## src/rtl/if_pkg.sv

```systemverilog
// Shared types and default widths for the instruction-fetch front end.
package if_pkg;

  localparam int ADDR_W  = 64;
  localparam int INSTR_W = 32;

  typedef enum logic {
    FETCH = 1'b0,
    WAIT  = 1'b1
  } fetch_state_t;

  typedef struct packed {
    logic [INSTR_W-1:0] instr;
    logic [ADDR_W-1:0]  pc;
    logic [ADDR_W-1:0]  pc_plus4;
  } if_id_t;

endpackage

```

## src/rtl/if_id_slot.sv

```systemverilog
// IF/ID output register: one entry with load, flush and drain; flush wins over load,
// load wins over drain.
module if_id_slot
  import if_pkg::*;
#(
  parameter type data_t = if_id_t
) (
  input  logic  clk,
  input  logic  reset,
  input  logic  load,
  input  logic  flush,
  input  logic  ready,
  input  data_t data_in,
  output logic  valid,
  output data_t data
);

  always_ff @(posedge clk or negedge reset) begin
    if (!reset) begin
      valid <= 1'b0;
      // NOTE: the payload is reset as well so id_instr/id_pc read zero out of reset.
      data  <= '0;
    end else if (flush) begin
      // NOTE: non-blocking assignments, so every register samples pre-edge values.
      valid <= 1'b0;
    end else if (load) begin
      valid <= 1'b1;
      data  <= data_in;
    end else if (valid && ready) begin
      valid <= 1'b0;
    end
  end

endmodule

```

## src/rtl/fetch_stage.sv

```systemverilog
// Instruction-fetch stage: owns the PC, keeps one imem request outstanding and
// holds the fetched word for decode. Define FETCH_PERF_EN to add perf counters.
module fetch_stage
  import if_pkg::*;
#(
  parameter int                      ADDR_W   = if_pkg::ADDR_W,
  parameter int                      INSTR_W  = if_pkg::INSTR_W,
  parameter logic [ADDR_W-1:0]       RESET_PC = '0
) (
  input  logic               clk,
  input  logic               reset,
  output logic               imem_req,
  output logic [ADDR_W-1:0]  imem_addr,
  input  logic               imem_gnt,
  input  logic               imem_rvalid,
  input  logic [INSTR_W-1:0] imem_rdata,
  input  logic               br_taken,
  input  logic [ADDR_W-1:0]  br_target,
  output logic               id_valid,
  input  logic               id_ready,
  output logic [INSTR_W-1:0] id_instr,
  output logic [ADDR_W-1:0]  id_pc,
  output logic [ADDR_W-1:0]  id_pc_plus4
`ifdef FETCH_PERF_EN
  ,
  output logic [31:0]        perf_fetch_cnt,
  output logic [31:0]        perf_kill_cnt
`endif
);

  typedef struct packed {
    logic [INSTR_W-1:0] instr;
    logic [ADDR_W-1:0]  pc;
    logic [ADDR_W-1:0]  pc_plus4;
  } slot_t;

  localparam logic [ADDR_W-1:0] PC_STEP = ADDR_W'(4);

  fetch_state_t      state_q, state_d;
  logic [ADDR_W-1:0] pc_q, pc_d;
  logic              kill_q, kill_d;
  logic              grant;
  logic              resp;
  logic              load;
  slot_t             slot_in, slot_out;

  // Gated by reset so no request leaks out while reset is held.
  assign imem_req  = reset && (state_q == FETCH) && (!id_valid || id_ready) && !kill_q;
  assign imem_addr = pc_q;
  assign grant     = imem_req && imem_gnt;
  assign resp      = (state_q == WAIT) && imem_rvalid;
  assign load      = resp && !kill_q && !br_taken;

  assign slot_in = '{instr: imem_rdata, pc: pc_q, pc_plus4: pc_q + PC_STEP};

  always_comb begin
    // NOTE: defaults first, so no path leaves a target unassigned and no latch is inferred.
    state_d = state_q;
    pc_d    = pc_q;
    kill_d  = kill_q;
    if (br_taken) begin
      pc_d = {br_target[ADDR_W-1:2], 2'b00};
      case (state_q)
        FETCH: if (grant) begin
          state_d = WAIT;
          kill_d  = 1'b1;
        end
        WAIT: if (imem_rvalid) begin
          state_d = FETCH;
          kill_d  = 1'b0;
        end else begin
          kill_d = 1'b1;
        end
        default: state_d = FETCH;
      endcase
    end else begin
      case (state_q)
        FETCH: if (grant) state_d = WAIT;
        WAIT: if (imem_rvalid) begin
          state_d = FETCH;
          kill_d  = 1'b0;
          if (!kill_q) pc_d = pc_q + PC_STEP;
        end
        default: state_d = FETCH;
      endcase
    end
  end

  always_ff @(posedge clk or negedge reset) begin
    if (!reset) begin
      state_q <= FETCH;
      pc_q    <= RESET_PC;
      kill_q  <= 1'b0;
    end else begin
      state_q <= state_d;
      pc_q    <= pc_d;
      kill_q  <= kill_d;
    end
  end

  if_id_slot #(.data_t(slot_t)) u_slot (
    .clk     (clk),
    .reset   (reset),
    .load    (load),
    .flush   (br_taken),
    .ready   (id_ready),
    .data_in (slot_in),
    .valid   (id_valid),
    .data    (slot_out)
  );

  assign id_instr    = slot_out.instr;
  assign id_pc       = slot_out.pc;
  assign id_pc_plus4 = slot_out.pc_plus4;

  // Requests issue only with the slot empty or draining, so a load never overwrites.
  slot_free_at_load: assert property (@(posedge clk) disable iff (!reset)
    load |-> (!id_valid || id_ready));

`ifdef FETCH_PERF_EN
  logic drop;
  assign drop = resp && (kill_q || br_taken);

  always_ff @(posedge clk or negedge reset) begin
    if (!reset) begin
      perf_fetch_cnt <= '0;
      perf_kill_cnt  <= '0;
    end else begin
      if (load) perf_fetch_cnt <= perf_fetch_cnt + 32'd1;
      if (drop) perf_kill_cnt  <= perf_kill_cnt + 32'd1;
    end
  end
`else
`endif

endmodule

```

## config.mk

```make
export PLATFORM = sky130hd
export DESIGN_NAME = fetch_stage
export DESIGN_NICKNAME = d
export VERILOG_FILES = /design/src/rtl/if_pkg.sv /design/src/rtl/if_id_slot.sv /design/src/rtl/fetch_stage.sv
export SDC_FILE = /design/constraint.sdc
export NUM_CORES = 1
export LEC_CHECK = 0
export ABC_AREA = 0
export CORE_ASPECT_RATIO = 1.2
export CORE_MARGIN = 2
export CORE_UTILIZATION = 44
export DETAILED_ROUTE_END_ITERATION = 8
export PLACE_DENSITY = 0.86
export SLEW_MARGIN = 20
export SYNTH_ARGS = -nofsm -noshare
export SYNTH_HDL_FRONTEND = slang
export SYNTH_HIERARCHICAL = 1
export SYNTH_SLANG_ARGS = --single-unit
```

## constraint.sdc

```tcl
create_clock -name clk -period 2.2 [get_ports clk]
set_input_delay 0.44 -clock clk [delete_from_list [all_inputs] [get_ports clk]]
set_output_delay 0.44 -clock clk [all_outputs]
set_load 0.005 [all_outputs]
```

# Word level (Yosys, flattened, before mapping)
# Index checks and enable logic that the tools add are counted.
[classes] n_addsub=1 n_eq_ne=2 mux=15 bitwise=2 reduce_logical=18
[ops] op="64-bit 2-to-1 mux" n=4
[ops] op="64-bit by 3-bit adder with 64-bit output (second input constant)" n=1
[ops] op="1-bit 2-to-1 mux" n=9
[ops] op="1-bit logical AND" n=8
[ops] op="3-bit AND reduction" n=2
[ops] op="1-bit one-hot mux with 2 select lines" n=2
[ops] op="2-bit nonzero test" n=2
[ops] op="1-bit zero test" n=3
[ops] op="3-bit != test (second input constant)" n=1
[ops] op="3-bit nonzero test" n=1
[ops] op="2-bit != test (second input constant)" n=1
[ops] op="1-bit NOT" n=2
[ops] op="2-bit AND reduction" n=1
[ops] op="1-bit logical OR" n=1
[word_totals] reg_bits=227 in_bits=102 output_inout_bits=226 wordCells=45

# Logic depth before layout (Yosys ltp)
# Gate-level depths: netlist of the first run.
[depth] word_depth=8 depth_mapped=9 depth_no_buf=7

# By module
# Netlist of the first run, hierarchy kept.
[modules_own_cells] module="if_id_slot" instances=1 cells_per_inst=343 area_each_um2=6438.7 seq_area_each_um2=4028.9
[modules_own_cells] module="fetch_stage" instances=1 cells_per_inst=696 area_each_um2=5459.0 seq_area_each_um2=1601.5

# Worst setup path before layout of the first run
# OpenSTA, ideal clock, no wires.
[synth_timing] kind="reg2reg" start="register pc_q[2] (netlist: imem_addr[2])" end="register u_slot/data[44] (netlist bit)" setup_time_ps=125 t_arrival_ps=2331 required_ps=2075 setup_slack_ps=-256 path_stages_with_launch=8 n_path_buf=0 synth_period_minus_slack_ps=2456 cell_sequence="dfrtp_1 -> ha_1 -> nand3_2 -> or4_1 -> nor4_2 -> nand4_1 -> xnor2_1 -> mux2_2"
[synth_lines] element="start: declaration" line_no="fetch_stage.sv:40" text="logic [ADDR_W-1:0] pc_q, pc_d;"
[synth_lines] element="start signal: assignment" line_no="fetch_stage.sv:96" text="pc_q <= pc_d;"
[synth_lines] element="end signal: assignment" line_no="if_id_slot.sv:28" text="data <= data_in;"
[synth_lines] element="end: declaration" line_no="if_id_slot.sv:15" text="output data_t data"

==> results.py, run 1 <==
metrics = {
    "worst_setup_path": {
        "cp-startpoint": "imem_addr[21]",
        "cp.required_ns": 2.61,
        "start_kind": "flip-flop",
        "r2r-end": "u_slot/data[57]",
        "cp_max_fo": 3,
        "arrival_ns": 2.72,
        "crit_path_end_kind": "flip-flop",
        "r2r_cells": 7,
        "reg2reg_from": "imem_addr[21]",
        "reg2reg_slack_ns": -0.11,
        "crit_type": "flip-flop to flip-flop",
    },
    "finish": {
        "fillers": 1871,
        "drive_above_1_share_pct": 32.34,
        "area_delta_synth_final_pct": 48.48,
        "instances_no_fill": 1808,
        "postLayoutCellArea_um2": 17670,
        "utilization_pct": 66.84,
        "final_common_cell": "clkdlybuf4s50_1",
        "final_cell_mix": "clkdlybuf4s50_1 (320), dfrtp_1 (215), buf_4 (166)",
        "fin_nets": 1557,
    },
    "floorplan": {
        "die_w_um": 154.1,
        "row_count": 65,
        "initial_core_util_pct": 45.01,
        "boundaryPins": 328,
        "die_h_um": 184.1,
        "die_area_um2": 28380,
        "coreArea_um2": 26430,
    },
    "routing": {
        "drtIter0Drc": 567,
        "wire_per_inst_um": 20.96,
        "avgViaCountPerCell": 5.421,
        "vias": 9802,
        "wirelength_mm": 37.89,
        "drtAntennaViolNets": 0,
        "post-route-drc-count": 0,
        "dr.pass1.iters": 5,
    },
    "synth": {
        "yosys_warnings": 6,
        "post_synth_inst_count": 1039,
        "synth.distinct_cells": 53,
        "synth_area_um2": 11900,
        "synth_edf_count": 0,
        "synth_ff_type": "dfrtp_1",
        "synth_seq_cells": 225,
        "avgSynthCellArea_um2": 11.45,
        "async_flop_share_pct": 100.0,
        "ys_seq_area_share_pct": 47.32,
    },
    "sta": {
        "setup_tns_ns": -0.3005,
        "maxSlewViolCount": 0,
        "max_freq_ghz": 0.4330,
        "slew-limit-headroom_pct": 44.14,
        "hold_viol": 0,
        "fin_crit_ns": 2.310,
        "whs_ns": 0.1621,
        "tightestPinTransition_ns": 0.8378,
        "finClkSkew_ns": 0.01443,
        "worst_slack_ns": -0.1096,
        "min_period_over_period_pct": 105.0,
        "rsz0062_at_grt": "true",
        "finalSetupViolations": 8,
    },
    "power": {
        "netSwitchingPower_mw": 4.261,
        "p_seq_share_pct": 38.3,
        "combPwrFrac_pct": 34.6,
        "leakagePower_nw": 7.661,
        "pwr-share-clk_pct": 27.1,
        "peakVddDrop_v": 0.0005608,
        "power.density_nw_per_um2": 903.1,
        "swShare_pct": 26.71,
        "power.internal_mw": 11.69,
    },
    "worst_hold_path": {
        "hold_depth": 2,
        "whs_endpoint": "u_slot/valid",
        "hold_start": "br_taken",
        "hold_class": "input pin to flip-flop",
    },
    "clocking": {
        "htree_levels": 1,
        "clkSinkCount": 225,
        "cts_tree": "yes",
        "cts.clk_slew.worst_paths_ns": 0.06,
        "root_buffer": "clkbuf_16",
        "numCtsBuffers": 25,
        "cts_max_path_buffers": 3,
        "insertion_delay_ns": 0.53,
    },
    "placed_design": {
        "hpwlAfterDp_mm": 27.68,
        "io_buffers": 323,
        "postPlaceCellArea_um2": 16250,
        "gp_congestion": 0.9175,
        "placed_cells": 1740,
    },
    "job": {
        "cap_violations": 0,
    },
    "grt": {
        "grt-ovfl-total": 0,
        "grt_use_total_pct": 25.74,
        "grt_max_degree": 152,
        "antenna_found_initial": 2,
        "grt_pass1_vias": 10226,
        "grt_pass1_wl_mm": 57.49,
    },
    "run_status": {
        "violations": "negative setup slack",
        "status": "finished with violations",
    },
}
power groups by stage:
stage	clock, mW	sequential (mW)	combinational [mW]
after floorplan	0	6.17	2.06
after global placement	0	6.05	5.28
after detailed placement	0	6.15	5.43
after CTS	4.40	6.10	5.52
after global routing	4.60	6.26	5.83
final	4.32	6.10	5.53
cells in the mapped netlist, types with 2 or more instances:
cell type | count | share of area (%)
nor4_1 | 21 | 1.1
nor2b_1 | 6 | 0.32
and2_1 | 3 | 0.16
or2_2 | 3 | 0.16
or3_1 | 10 | 0.53
mux2_4 | 100 | 13
o21ai_1 | 14 | 0.59
nor3_2 | 3 | 0.25
o21ai_0 | 37 | 1.6
dfrtp_1 | 225 | 47
buf_8 | 10 | 1.3
buf_2 | 15 | 0.63
o211ai_1 | 3 | 0.19
xnor2_1 | 56 | 4.1
mux2_2 | 60 | 5.7
buf_1 | 2 | 0.063
a221o_1 | 3 | 0.25
nand2b_1 | 2 | 0.11
buf_4 | 64 | 4.0
nor2_1 | 49 | 1.5
mux2i_1 | 4 | 0.34
and3_1 | 12 | 0.63
clkbuf_1 | 38 | 1.2
inv_1 | 7 | 0.22
nor3_1 | 21 | 0.88
nor4_2 | 7 | 0.74
a31oi_1 | 11 | 0.58
or4_1 | 8 | 0.50
nand3_1 | 32 | 1.3
nand2_1 | 95 | 3.0
nand4_1 | 39 | 2.1
a21oi_1 | 2 | 0.084
a22oi_1 | 3 | 0.19
and4_1 | 11 | 0.81
xor2_1 | 45 | 3.3
worst max-delay path, stage by stage (launching register included):
cell     delay, ns
dfrtp_2       0.40
buf_4         0.14
and3_4        0.19
or4b_4        0.48
or4_4         0.54
nor2_4        0.11
xor2_1        0.07
mux2_4        0.25
metal layers:
metal | part of all wire, % | global-route usage (%) | vias to the layer above
met2 | 49 | 44.84 | 477
met3 | 7.3 | 5.690 | 123
met5 | 0.018 | 0 | -
met1 | 38 | 30.19 | 4799
li1 | - | - | 4401
met4 | 5.0 | 12.34 | 2
worst max-delay path by stage:
stage                                 end  slack, ns
after floorplan           u_slot/data[57]      -0.04
after global placement           imem_req      -0.26
after detailed placement    imem_addr[37]      -0.20
after CTS                 u_slot/data[44]      -0.12
after global routing      u_slot/data[57]      -0.15
final                     u_slot/data[57]      -0.11
through the flow:
step	worst slack (ns)	total power, mW
global placement	-0.2556	11.33
CTS	-0.1154	16.02
finish	-0.1096	15.95
floorplan	-0.04447	8.231
detailed placement	-0.2042	11.58
global route	-0.1481	16.68
cell type report:
type / count / area, µm² / area share, %
multi-input cells: 681 / 5821 / 32.95
well taps: 335 / 419.2 / 2.373
diodes: 1 / 2.502 / 0.01417
inverters: 7 / 26.28 / 0.1487
clock buffers: 35 / 743.2 / 4.207
repair buffers: 514 / 4905 / 27.76
flip-flops and latches: 225 / 5643 / 31.94
clock inverters: 10 / 106.4 / 0.6020
state kept, by name, indices dropped and copies added (netlist names):
register	flops
u_slot/data	160
imem_addr	62
kill_q	1
state_q	1
u_slot/valid	1
kinds of logic after synthesis:
logic type / synth area share [%]
DFF: 47.32
xor gates and xnor gates: 7.435
AOI/OAI and AO/OA: 3.723
adders and majority gates: 0.1051
muxes: 18.64
and+or+nand+nor: 15.07
buffers and inverters: 7.677
other: 0.03152
timing repair:
item | 4_1_cts | 5_1_grt
pin swaps | 21 | 32
gates resized for setup | 35 | 46
buffers inserted | 9 | 12
gates cloned | 0 | 0
setup endpoints to repair | 28 | 52
hold buffers | 1 | 0
endpoints found under the hold margin | 18 | 0
No activity file was read; power rests on OpenSTA's default activity.
==> run 2: changes to the inputs <==
Settings changed: ABC_AREA 0 to not set, CORE_ASPECT_RATIO 1.2 to 0.8, CORE_MARGIN 2 to not set.
==> run 2 against run 1 <==
Net effect:
- the flow still finishes with violations (negative setup slack)
- worst setup slack got worse by 0.019 ns
- sequential power up 1%
- core utilization rose by 1.8 points
- combinational power about the same
- clock power grew 9.3%
==> results.py, run 2 (synthesized netlist as in run 1, its figures left out) <==
metrics = {
    "worst_hold_path": {
        "hold_start": "br_taken",
        "hold_depth": 4,
        "hold_class": "input pin to flip-flop",
        "whs_endpoint": "imem_addr[40]",
    },
    "power": {
        "power.density_nw_per_um2": 910.0,
        "pwr-share-clk_pct": 28.6,
        "combPwrFrac_pct": 33.8,
        "netSwitchingPower_mw": 4.385,
        "p_seq_share_pct": 37.6,
        "swShare_pct": 26.62,
        "p_total_mw": 16.47,
        "peakVddDrop_v": 0.0005586,
        "power.internal_mw": 12.09,
        "leakagePower_nw": 7.950,
    },
    "sta": {
        "maxSlewViolCount": 0,
        "rsz0062_at_grt": "true",
        "setup_tns_ns": -1.104,
        "fin_crit_ns": 2.329,
        "min_period_over_period_pct": 105.9,
        "finalSetupViolations": 23,
        "max_freq_ghz": 0.4294,
        "tightestPinTransition_ns": 0.8829,
        "finClkSkew_ns": 0.01774,
        "worst_slack_ns": -0.1290,
        "slew-limit-headroom_pct": 41.14,
        "hold_viol": 0,
    },
    "clocking": {
        "clkSinkCount": 225,
        "cts.clk_slew.worst_paths_ns": 0.06,
        "numCtsBuffers": 25,
        "root_buffer": "clkbuf_16",
        "insertion_delay_ns": 0.53,
        "htree_levels": 1,
        "cts_tree": "yes",
        "cts_max_path_buffers": 3,
    },
    "worst_setup_path": {
        "cp.required_ns": 2.61,
        "r2r-end": "u_slot/data[57]",
        "reg2reg_from": "imem_addr[2]",
        "crit_path_end_kind": "flip-flop",
        "cp_max_fo": 4,
        "path_cells": "buf_6 -> nand4_1 -> or3_4 -> or4_4 -> nor2_4 -> xor2_1 -> mux2_4",
        "arrival_ns": 2.74,
        "cp_slowest_stage_delay_ns": 0.55,
        "start_kind": "flip-flop",
        "slowest_stage": "or4_4",
        "r2r_cells": 7,
        "crit_type": "flip-flop to flip-flop",
        "reg2reg_slack_ns": -0.13,
    },
    "finish": {
        "fin_nets": 1560,
        "multi_input_area_um2": 6118,
        "fillers": 1869,
        "final_cell_mix": "clkdlybuf4s50_1 (318), dfrtp_1 (217), buf_4 (164)",
        "seq_area_um2": 5640,
        "area_delta_synth_final_pct": 52.16,
        "drive_above_1_share_pct": 34.55,
        "largest-register": "u_slot/data",
        "largest_reg_flops": 160,
        "final_common_cell": "clkdlybuf4s50_1",
        "instances_no_fill": 1835,
    },
    "floorplan": {
        "initial_core_util_pct": 45.08,
        "die_h_um": 149.1,
        "die_area_um2": 27710,
        "row_count": 53,
        "coreArea_um2": 26390,
        "boundaryPins": 328,
        "die_w_um": 185.9,
    },
    "routing": {
        "drtAntennaViolNets": 0,
        "wirelength_mm": 40.19,
        "dr.pass1.iters": 5,
        "wire_per_inst_um": 21.90,
        "post-route-drc-count": 0,
        "vias": 9957,
        "avgViaCountPerCell": 5.426,
        "drtIter0Drc": 698,
    },
    "placed_design": {
        "gp_congestion": 0.9576,
        "io_buffers": 323,
        "placed_cells": 1762,
        "hpwlAfterDp_mm": 29.26,
        "pre_cts_slack_ns": -0.3621,
    },
    "grt": {
        "antenna_found_initial": 5,
        "grt_pass1_vias": 10106,
        "grt-ovfl-total": 0,
        "grt.busiest_layer": "met2",
        "grt_pass1_wl_mm": 58.97,
        "use_met1_pct": 35.83,
        "use_met2_pct": 45.91,
        "grt_use_total_pct": 27.98,
        "grt_max_degree": 130,
        "grt_use_met3_pct": 7.910,
    },
    "run_status": {
        "violations": "negative setup slack",
        "status": "finished with violations",
    },
    "job": {
        "cap_violations": 0,
    },
}
-- run 2: changes by cell type in the layout (fill, tap and decap cells not counted), sizes merged --
| cell | previous run | this run |
|---|---|---|
| clkdlybuf4s50 | 320 | 318 |
| inv | 8 | 9 |
| buf | 192 | 195 |
| clkinv | 6 | 3 |
| bufinv | 2 | 6 |
| dlymetal6s2s | 0 | 2 |
| clkinvlp | 1 | 2 |
| dlygate4sd2 | 0 | 1 |
| clkbuf | 36 | 33 |
| diode | 1 | 2 |
-- run 2: final cells by class --
cell class              count  area share (%)
diodes                      2         0.02765
clock buffers              33           3.898
clock inverters            13           1.258
inverters                   7          0.1451
multi-input cells         681           33.80
flip-flops and latches    225           31.16
well taps                 357           2.467
repair buffers            517           27.25
-- run 2: metrics by stage --
stage	hold WS, ns	cell area, µm²	util [%]
detailed placement	0.4718	16240	61.52
floorplan	0.1444	12060	-
finish	0.3983	18100	68.59
global route	0.4196	18100	68.58
CTS	0.3839	17410	65.97
global placement	0.4603	16240	61.52
-- run 2: worst max-delay path by stage --
stage	slack [ns]	endpoint	from
detailed placement	-0.36	imem_addr[50]	imem_rvalid
global route	-0.19	u_slot/data[56]	imem_addr[3]
CTS	-0.12	u_slot/data[44]	imem_addr[3]
global placement	-0.27	imem_addr[36]	imem_rvalid
floorplan	-0.04	u_slot/data[57]	imem_addr[10]
finish	-0.13	u_slot/data[57]	imem_addr[2]
-- run 2: critical path: cells and delay by family, from the launching register on --
family        cells  cell delay, ns
flops             1            0.41
buf+inv           1            0.11
mux               1            0.25
xor+xnor          1            0.07
simple gates      4            1.36
-- run 2: power groups by stage --
stage	Combinational (mW)	Clock (mW)	Sequential, mW
final	5.56	4.72	6.19
after global routing	5.91	4.96	6.32
after CTS	5.49	4.80	6.18
after detailed placement	5.41	0	6.21
after global placement	5.23	0	6.14
after floorplan	2.06	0	6.17
-- run 2: what timing repair did --
item,in CTS,in global routing
setup buffers,10,14
pin swaps,9,47
gates resized for setup,33,114
endpoints found under the hold margin,29,0
setup endpoints to repair,35,70
hold buffers,1,0
-- run 2: layer usage --
| layer | wire length [µm] | vias to the layer above |
|---|---|---|
| met5 | 10 | - |
| met4 | 1131 | 2 |
| met3 | 3754 | 86 |
| met2 | 19040 | 501 |
| met1 | 16250 | 4953 |
| li1 | - | 4415 |
==> run 3: changes to the inputs <==
Settings changed: CORE_UTILIZATION 44 to 50, CTS_BUF_LIST set to sky130_fd_sc_hd__clkbuf_16, DONT_BUFFER_PORTS set to 1, PLACE_DENSITY 0.86 to 0.77.
==> run 3 against run 2 <==
Net effect:
- the run ends with negative hold slack, negative setup slack left
- first-iteration DRC count increased by 16%
- register-to-register slack improved by 0.08 ns
- die area decreased by 12%
- non-clock buffer count decreased by 353
- final cell count decreased by 22%
- final area decreased by 23%
- combinational power decreased by 55%
- flip-flop and latch count unchanged
- count of clock-buffer cells in the layout decreased by 10
- critical path depth decreased by 1
- routed wire length decreased by 15%
- via count decreased by 16%
- critical path type unchanged
==> results.py, run 3 (synthesized netlist as in run 1, its figures left out) <==
metrics = {
    "run_status": {
        "status": "finished with violations",
        "violations": "negative hold slack, negative setup slack",
    },
    "routing": {
        "wire_per_inst_um": 23.89,
        "drtAntennaViolNets": 0,
        "avgViaCountPerCell": 5.828,
        "drtIter0Drc": 807,
        "dr.pass1.iters": 6,
        "post-route-drc-count": 0,
        "wirelength_mm": 34.23,
        "met1Wirelength_mm": 14.22,
        "dr_wl_met3_mm": 3.537,
        "vias": 8351,
        "highest_layer": "met4",
        "met2_length_mm": 15.71,
    },
    "finish": {
        "final_common_cell": "dfrtp_1",
        "multi_input_area_um2": 5705,
        "area_delta_synth_final_pct": 16.57,
        "fin_nets": 1205,
        "final_cell_mix": "dfrtp_1 (216), buf_4 (146), mux2_4 (101)",
        "fillers": 1934,
        "largest-register": "u_slot/data",
        "drive_above_1_share_pct": 38.52,
        "seq_area_um2": 5642,
        "largest_reg_flops": 160,
    },
    "floorplan": {
        "die_area_um2": 24420,
        "boundaryPins": 328,
        "initial_core_util_pct": 50.85,
        "coreArea_um2": 23400,
        "row_count": 50,
        "die_h_um": 140.0,
        "die_w_um": 174.5,
    },
    "clocking": {
        "numCtsBuffers": 23,
        "root_buffer": "clkbuf_16",
        "clkSinkCount": 225,
        "hold_buffers": 1,
        "insertion_delay_ns": 0.52,
        "cts_max_path_buffers": 3,
        "cts.clk_slew.worst_paths_ns": 0.06,
        "htree_levels": 1,
        "cts_tree": "yes",
    },
    "sta": {
        "hold_viol": 225,
        "setup_tns_ns": -0.05585,
        "maxSlewViolCount": 0,
        "fin_crit_ns": 2.252,
        "max_freq_ghz": 0.4440,
        "min_period_over_period_pct": 102.4,
        "whs_ns": -0.3774,
        "worst_slack_ns": -0.05208,
        "slew-limit-headroom_pct": 42.91,
        "rsz0062_at_grt": "true",
        "finalSetupViolations": 3,
        "finClkSkew_ns": 0.01392,
        "tightestPinTransition_ns": 0.8563,
    },
    "placed_design": {
        "hpwlAfterDp_mm": 24.63,
        "pre_cts_slack_ns": -0.1940,
        "io_buffers": 0,
        "gp_congestion": 0.9555,
    },
    "worst_hold_path": {
        "hold_class": "input pin to asynchronous set/reset pin",
    },
    "worst_setup_path": {
        "arrival_ns": 2.65,
        "cp.required_ns": 2.60,
        "crit_type": "flip-flop to flip-flop",
        "reg2reg_slack_ns": -0.05,
        "crit_path_end_kind": "flip-flop",
        "start_kind": "flip-flop",
        "reg2reg_from": "imem_addr[23]",
        "r2r-end": "u_slot/data[57]",
        "cp_max_fo": 4,
        "r2r_cells": 6,
    },
    "grt": {
        "grt-ovfl-total": 0,
        "grt_max_degree": 227,
        "antenna_found_initial": 2,
        "grt_use_total_pct": 27.40,
        "grt_pass1_vias": 8415,
        "grt_pass1_wl_mm": 51.38,
    },
    "power": {
        "leakagePower_nw": 6.099,
        "peakVddDrop_v": 0.0005020,
        "power.density_nw_per_um2": 930.1,
    },
    "job": {
        "cap_violations": 0,
    },
}
## run 3: power by group
part,internal (mW),switching (mW)
Clock,2.25,1.68
Combinational,1.63,0.898
Sequential,5.35,1.09
Total,9.23,3.67
## run 3: area by class of cell
cell class | instances | area share [%]
Clock buffer | 23 | 4.150
Timing Repair Buffer | 164 | 9.797
Antenna cell | 2 | 0.03608
Multi-Input combinational cell | 681 | 41.14
Inverter | 7 | 0.1894
Tap cell | 312 | 2.815
Clock inverter | 19 | 1.200
Sequential cell | 225 | 40.68
## run 3: through the flow
step                utilization, %  cell area, µm²  instances  power [mW]
floorplan                        -           12060       1044       8.231
global placement             54.17           12670       1366       8.779
detailed placement           54.17           12670       1366       8.925
CTS                          58.13           13600       1421       12.95
global route                 59.28           13870       1433       13.45
finish                       59.28           13870       1433       12.90
## run 3: worst max path at each step
| stage | cells after the start | end | from | slack (ns) |
|---|---|---|---|---|
| final | 6 | u_slot/data[57] | imem_addr[23] | -0.05 |
| after global routing | 9 | u_slot/data[56] | imem_addr[16] | -0.09 |
| after CTS | 6 | u_slot/data[57] | imem_addr[3] | -0.05 |
| after detailed placement | 9 | u_slot/data[56] | imem_addr[3] | -0.19 |
| after global placement | 9 | u_slot/data[56] | imem_addr[2] | -0.14 |
| after floorplan | 8 | u_slot/data[57] | imem_addr[10] | -0.04 |
## run 3: worst max-delay path: stages, from the launching register on
cell and delay [ns]:
dfrtp_2 0.44, nand4_4 0.12, or4b_4 0.51, or4_4 0.58, nor2_4 0.13, xor2_2 0.08
mux2_4 0.27
## run 3: layer usage
layer / up-vias / global-route usage (%)
met1: 4194 / 36.56
met3: 55 / 9.148
li1: 3704 / -
met5: - / 0
met4: 0 / 6.787
met2: 398 / 42.96
## run 3: repair_timing
item,CTS,global route
endpoints found under the hold margin,228,225
cloned,0,0
gates resized for setup,17,43
pin swaps,10,24
setup buffers,12,10
setup endpoints to repair,42,41
